--- src/rtl/riscv_pkg.sv ---
// Shared RV32 pipeline types and constants used across the core.
package riscv_pkg;

  localparam int XLEN = 32;
  localparam logic [XLEN-1:0] RESET_PC  = '0;
  localparam logic [XLEN-1:0] NOP_INSTR = 32'h0000_0013;

  typedef struct packed {
    logic [XLEN-1:0] pc;
    logic [XLEN-1:0] instruction;
    logic [XLEN-1:0] pc_plus4;
    logic            valid_if_id;
  } if_id_reg_t;

  typedef enum logic [1:0] {
    S_REQ  = 2'd0,
    S_WAIT = 2'd1,
    S_HOLD = 2'd2
  } fetch_state_e;

endpackage

--- src/rtl/if_fetch_stage.sv ---
// Instruction fetch: owns the fetch PC, keeps one imem request in flight,
// buffers a response across decode stalls and kills fetches on redirect.
module if_fetch_stage
  import riscv_pkg::*;
#(
  parameter int              XLEN       = riscv_pkg::XLEN,
  parameter logic [XLEN-1:0] RESET_PC_P = riscv_pkg::RESET_PC
) (
  input  logic            clk,
  input  logic            reset,
  input  logic            stall,
  input  logic            redirect_valid,
  input  logic [XLEN-1:0] redirect_pc,
  output logic            imem_req,
  output logic [XLEN-1:0] imem_addr,
  input  logic            imem_ready,
  input  logic            imem_rvalid,
  input  logic [XLEN-1:0] imem_rdata,
  output if_id_reg_t      out
);

  fetch_state_e    state;
  logic [XLEN-1:0] pc_q;
  logic [XLEN-1:0] req_pc_q;
  logic            kill_q;
  if_id_reg_t      hold_q;

  if_id_reg_t      cur;
  logic [XLEN-1:0] nxt_pc;
  logic            rsp_ok;
  logic            consume;

  always_comb begin
    nxt_pc  = ((state == S_HOLD) ? hold_q.pc : req_pc_q) + XLEN'(4);
    rsp_ok  = (state == S_WAIT) && imem_rvalid && !kill_q;

    cur.pc          = pc_q;
    cur.instruction = NOP_INSTR;
    cur.pc_plus4    = pc_q + XLEN'(4);
    cur.valid_if_id = 1'b0;
    if (state == S_HOLD) begin
      cur = hold_q;
    end else if (rsp_ok) begin
      cur.pc          = req_pc_q;
      cur.instruction = imem_rdata;
      cur.pc_plus4    = nxt_pc;
      cur.valid_if_id = 1'b1;
    end
    if (redirect_valid) cur.valid_if_id = 1'b0;

    // A consumed instruction frees the slot, so the next request issues the
    // same cycle; this is what sustains one instruction per cycle.
    consume   = cur.valid_if_id && !stall;
    imem_req  = !reset && !redirect_valid && ((state == S_REQ) || consume);
    imem_addr = consume ? nxt_pc : pc_q;
  end

  assign out = cur;

  always_ff @(posedge clk or posedge reset) begin
    if (reset) begin
      state              <= S_REQ;
      pc_q               <= RESET_PC_P;
      req_pc_q           <= RESET_PC_P;
      kill_q             <= 1'b0;
      hold_q.pc          <= RESET_PC_P;
      hold_q.instruction <= NOP_INSTR;
      hold_q.pc_plus4    <= RESET_PC_P + XLEN'(4);
      hold_q.valid_if_id <= 1'b0;
    end else if (redirect_valid) begin
      pc_q               <= {redirect_pc[XLEN-1:2], 2'b00};
      hold_q.valid_if_id <= 1'b0;
      // An in-flight request whose response has not yet arrived must be
      // drained and discarded before a new request may be issued.
      if ((state == S_WAIT) && !imem_rvalid) begin
        kill_q <= 1'b1;
        state  <= S_WAIT;
      end else begin
        kill_q <= 1'b0;
        state  <= S_REQ;
      end
    end else begin
      case (state)
        S_REQ: begin
          if (imem_ready) begin
            req_pc_q <= pc_q;
            state    <= S_WAIT;
          end
        end
        S_WAIT: begin
          if (imem_rvalid) begin
            if (kill_q) begin
              kill_q <= 1'b0;
              state  <= S_REQ;
            end else if (!stall) begin
              pc_q <= nxt_pc;
              if (imem_ready) req_pc_q <= nxt_pc;
              else            state    <= S_REQ;
            end else begin
              hold_q <= cur;
              state  <= S_HOLD;
            end
          end
        end
        S_HOLD: begin
          if (!stall) begin
            pc_q               <= nxt_pc;
            hold_q.valid_if_id <= 1'b0;
            if (imem_ready) begin
              req_pc_q <= nxt_pc;
              state    <= S_WAIT;
            end else begin
              state <= S_REQ;
            end
          end
        end
        default: state <= S_REQ;
      endcase
    end
  end

endmodule

--- config.mk ---
export PLATFORM = sky130hd
export DESIGN_NAME = if_fetch_stage
export DESIGN_NICKNAME = d
export VERILOG_FILES = /design/src/rtl/riscv_pkg.sv /design/src/rtl/if_fetch_stage.sv
export SDC_FILE = /design/constraint.sdc
export NUM_CORES = 1
export LEC_CHECK = 0
export BUFFER_PORTS_ARGS = -buffer_cell sky130_fd_sc_hd__buf_2
export CAP_MARGIN = 5
export CORE_ASPECT_RATIO = 0.6
export CORE_MARGIN = 2
export CORE_UTILIZATION = 55
export CTS_CLUSTER_DIAMETER = 120
export CTS_CLUSTER_SIZE = 28
export DETAILED_ROUTE_END_ITERATION = 12
export PLACE_DENSITY = 0.79
export SYNTH_ARGS = -nofsm -noshare
export SYNTH_HDL_FRONTEND = slang
export SYNTH_SLANG_ARGS = --single-unit
--- constraint.sdc ---
create_clock -name clk -period 5.94 [get_ports clk]
set_clock_uncertainty 0.05 [all_clocks]
set_input_delay 0 -clock clk [delete_from_list [all_inputs] [get_ports clk]]
set_output_delay 0 -clock clk [all_outputs]
set_load 0.02 [all_outputs]
# Word-level counts from Yosys, hierarchy flattened
# Index checks and enable logic that the tools add are counted.
dict set report classes {
  n_bitwise 2
  n_eq_ne 11
  mux 36
  n_reduce_logical 23
  add_sub_neg 2
}
# op n
set ops {}
lappend ops {{$mux W32} 11}
lappend ops {{$mux W97} 2}
lappend ops {{$pmux W32 S3} 1}
lappend ops {{$add A32 B3 Y32 const B} 2}
lappend ops {{$pmux W32 S2} 1}
lappend ops {{$ne A3 B3 Y1 const B} 5}
lappend ops {{$reduce_and A5 Y1} 3}
lappend ops {{$mux W2} 7}
lappend ops {{$mux W1} 12}
lappend ops {{$logic_and A1 B1 Y1} 6}
lappend ops {{$ne A2 B2 Y1 const B} 3}
lappend ops {{$pmux W2 S3} 1}
lappend ops {{$reduce_bool A3 Y1} 2}
lappend ops {{$logic_not A1 Y1} 5}
lappend ops {{$ne A5 B5 Y1 const B} 1}
lappend ops {{$reduce_and A4 Y1} 1}
lappend ops {{$reduce_bool A2 Y1} 2}
lappend ops {{$reduce_and A3 Y1} 1}
lappend ops {{$eq A2 B1 Y1 const B} 1}
lappend ops {{$eq A2 B2 Y1 const B} 1}
lappend ops {{$logic_not A2 Y1} 1}
lappend ops {{$not A1 Y1} 2}
lappend ops {{$pmux W1 S2} 1}
lappend ops {{$reduce_and A2 Y1} 1}
lappend ops {{$logic_or A1 B1 Y1} 1}
dict set report totals {
  elab_cells 82
  regBits 164
  input_bits 70
  output_inout_bits 130
}

# Longest topological paths before layout
dict set report logic_depth {
  ltp_word 11
  depth_mapped 16
  depth_no_buf 10
}

# Worst setup path after synthesis
# OpenSTA, ideal clock, no wires.
dict set report synth_timing {
  path_type {register to output}
  from {reg state[0]}
  to {out out[29] (netlist name)}
  required_ps 5890
  path_slack_ps 2470
  path_stages_with_launch 17
  t_arrival_ps 3420
  path_buffers 7
  path_cell_list {dfrtp_1 inv_1 ha_1 buf_6 buf_6 buf_8 buf_6 buf_4 buf_2 mux2_2 ha_1 nor2b_2 and4_1 buf_4 and4_1 xnor2_1 a221oi_1}
}
# item line_no
set synth_lines {}
lappend synth_lines {{from (decl)} if_fetch_stage.sv:22} ;# fetch_state_e state;
lappend synth_lines {{from (signal assigned)} if_fetch_stage.sv:62} ;# state <= S_REQ;
lappend synth_lines {{from (signal assigned)} if_fetch_stage.sv:77} ;# state <= S_WAIT;
lappend synth_lines {{from (signal assigned)} if_fetch_stage.sv:80} ;# state <= S_REQ;
lappend synth_lines {{to (decl)} if_fetch_stage.sv:19} ;# output if_id_reg_t out

# Final worst setup path
dict set report layout_timing {
  from {reg state[0]}
  to {out imem_addr[20]}
}
dict set report layout_between {
  elab_chain_cells 8
  elab_cells_between_ends 11
}
# item line_no
set layout_rtl {}
lappend layout_rtl {{parallel branches: the longest is 7 deep, another holds $add A32 B3 Y32} n/a}
lappend layout_rtl {{$mux W32 (*)} if_fetch_stage.sv:55} ;# imem_addr = consume ? nxt_pc : pc_q;
lappend layout_rtl {{to (decl)} if_fetch_stage.sv:15} ;# output logic [XLEN-1:0] imem_addr,
# Mark *: on every way between the ends.

==> impl_metrics.tcl <==
set metrics [dict create \
    status "finished, final reports clean" \
    clkLatencyLatePin_ps 440 \
    grt-ovfl-total 0 \
    gp_congestion 0.955 \
    async_flop_share_pct 100 \
    cts_root_buf "clkbuf_16" \
    drive_gt1_share_pct 24.2 \
    placed_cell_area_mm2 0.0116 \
    crit_chain "inv_1 -> ha_4 -> mux2i_1 -> inv_1 -> ha_1 -> nor2b_2 -> and4_1 -> nand2_1 -> xnor2_1 -> o21ai_0 -> buf_2" \
    p_leak_nw 5.88 \
    crit_arrival_ps 4610 \
    start_util_pct 56.0 \
    setup_violations 0 \
    synthMuxAreaShare_pct 12.7 \
    ys_warn_count 0 \
    synth_cell_type_count 70 \
    ys.flop_type "dfrtp_1" \
    crit_path_max_incr_delay_ps 810 \
    clock-sinks 164 \
    grt.total_usage_pct 35.3 \
    synth_top_family_by_area "simple AND/OR/NAND/NOR gates" \
    power.total_mw 5.58 \
    avgRoutedWirePerCell_um 21.2 \
    synth_seq_area_share_pct 38.6 \
    fin_util_pct 67.1 \
    die_y_um 112 \
    dp_hpwl_mm 24.2 \
    syn2layout_area_growth_pct 19.8 \
    grt_max_degree 97 \
    p_per_area_mw_per_mm2 438 \
    slew_viol_final 0 \
    peakVddDrop_mv 0.245 \
    worstMarginPinSlew_ps 1130 \
    synth_area_leaders "dfrtp_1, mux2_2, o21ai_0" \
    rsz0062_at_grt "false" \
    synth_nets 1332 \
    via_per_inst 6.24 \
    netlist_area_mm2 0.0106 \
    netlist_top_cells_count "nand2_1, o21ai_0, dfrtp_1" \
    met1Wirelength_mm 15.7 \
    grt_pass1_wl_mm 55.4 \
    first_pass_iters 5 \
    yosys.cell_count.top_type "nand2_1" \
    critical_path.most_common_cell "inv_1" \
    final_area_mm2 0.0127 \
    synth_top_area_cell "dfrtp_1" \
    setup.worst_path.end_class "output pin" \
    path_max_fanout 96 \
    wl_met3_mm 5.72 \
    cts_tree "built" \
    synth_xor_area_share_pct 5.18 \
    crit_buf_inv 3 \
    fmax_mhz 214 \
    ctsHtreeMaxLevel 4 \
    ioPinCount 200 \
    start_kind "flip-flop" \
    clockBufferDepth 2 \
    avgSynthCellArea_um2 8.47 \
    required_ps 5890 \
    synth_edf_count 0 \
    grt_pass1_vias 9733 \
    cp_slowest_cell "ha_4" \
    wl_mm 35.8 \
    cts_resized 0 \
    min_from "imem_rdata[15]" \
    clkTransAtPathRegs_ps 70 \
    drc_errors 0 \
    ys_ff_latch 164 \
    syn_inst 1256 \
    drt_iter0_drc 1254 \
    setup.worst_path.start "state[0]$_DFFE_PP0P_" \
    rows 39 \
    hold_class "in -> reg" \
    cap_violations 0 \
    fin_crit_ps 4660 \
    grt_antenna_before_repair 0 \
    criticalPathCategory "reg -> out" \
    numPortBuffers 197 \
    cts_buffers 17 \
    die_area_mm2 0.0205 \
    n_antenna_cell 0 \
    highest_layer "met4" \
    route.met2.wl_mm 14.0 \
    synth_top_area_share_pct 37.6 \
    num_vias 10600 \
    antenna_left 0 \
    synth_compound_area_share_pct 18.4 \
    setup_tns_ps 0 \
    relSlewSlack_pct 24.7 \
    synth_adder_area_share_pct 0.706 \
    fp.coreArea_mm2 0.0190 \
    rr_startpoint "state[0]$_DFFE_PP0P_" \
    nets 1509 \
    die_w_um 184 \
    final_hold_viol_count 0 \
    period_share_pct 78.5 \
    path_delay_family "adder cells" \
    synth_simple_gate_area_share_pct 19.0 \
]
[where the power goes]
part           total (mW)  switching [mW]  internal (mW)
Clock                1.20           0.524          0.675
Sequential           2.01           0.478           1.54
Combinational        2.37            1.52          0.852
Total                5.58            2.52           3.06
[worst reg2reg max path, stage by stage, from the launching register on]
cell     delay [ps]
dfrtp_1         400
inv_1           150
ha_4            810
mux2i_1         340
inv_1           120
ha_1            210
nor2b_2         310
and4_1          470
nand2_1         120
xnor2_1         810
o21ai_0         220
[per-stage QoR]
stage | std cells | worst slack (ps) | hold slack, ps
2_1_floorplan | 1256 | 1460 | 32.4
3_3_place_gp | 1610 | 1980 | 158
3_5_place_dp | 1610 | 1950 | 164
4_1_cts | 1692 | 1440 | 1.31
5_1_grt | 1692 | 936 | 19.4
6_report | 1692 | 1280 | 8.70
[kinds of logic after synthesis]
kind of cell               Yosys count
AOI/OAI and AO/OA                  337
xor gates and xnor gates            62
adders and majority gates            6
buffers and inverters              134
DFF                                164
muxes                              125
and+or+nand+nor                    428
[sequential cells by signal, indices dropped and copies added (netlist names)]
name and cells:
hold_q 97, pc_q 32, req_pc_q 32, state 2, kill_q 1
[cells in the final DEF, fill, tap and decap left out, types with 27 or more instances in the layout]
cell type	netlist	layout
buf_2	16	197
mux2_2	81	81
xnor2_1	44	44
dfrtp_1	160	160
nand2_1	223	223
nor2_1	57	56
dlygate4sd3_1	0	50
and3_1	27	27
nand3_1	33	33
mux2i_1	44	44
inv_1	30	29
o21ai_0	170	170
a21oi_1	75	75
[path summary, 6_finish.rpt]
| path | endpoint | slack (ps) | depth (start not counted) |
|---|---|---|---|
| setup / recovery | imem_addr[20] | 1280 | 11 |
| hold / removal | hold_q[48]$_DFFE_PP0P_ | 9 | 4 |
| setup reg to reg | pc_q[20]$_DFFE_PP0P_ | 1770 | 10 |
| hold reg to reg | hold_q[37]$_DFFE_PP1P_ | 410 | 2 |
| max in group asynchronous | hold_q[78]$_DFFE_PP0P_ | 4060 | 4 |
| min in group asynchronous | req_pc_q[1]$_DFFE_PP0P_ | 220 | 3 |
[final cells by class]
cell class / instances / area, µm²
clock buffers: 17 / 425
multi-input cells: 958 / 5980
clock inverters: 15 / 195
repair buffers: 261 / 1600
fillers: 1538 / 6240
flip-flops and latches: 164 / 4110
well taps: 246 / 308
inverters: 31 / 121
[routing by layer]
layer / GRT usage, % / vias up
li1: - / 4779
met1: 52.8 / 5064
met2: 45.5 / 673
met3: 16.5 / 47
met4: 8.53 / 0
met5: 0 / -
[timing repair]
action / in CTS / in global routing
buffers inserted: 0 / 0
hold buffers: 50 / 0
endpoints found under the hold margin: 138 / 0
setup endpoints to repair: 0 / 0
Power figures use the tool's default switching activity.
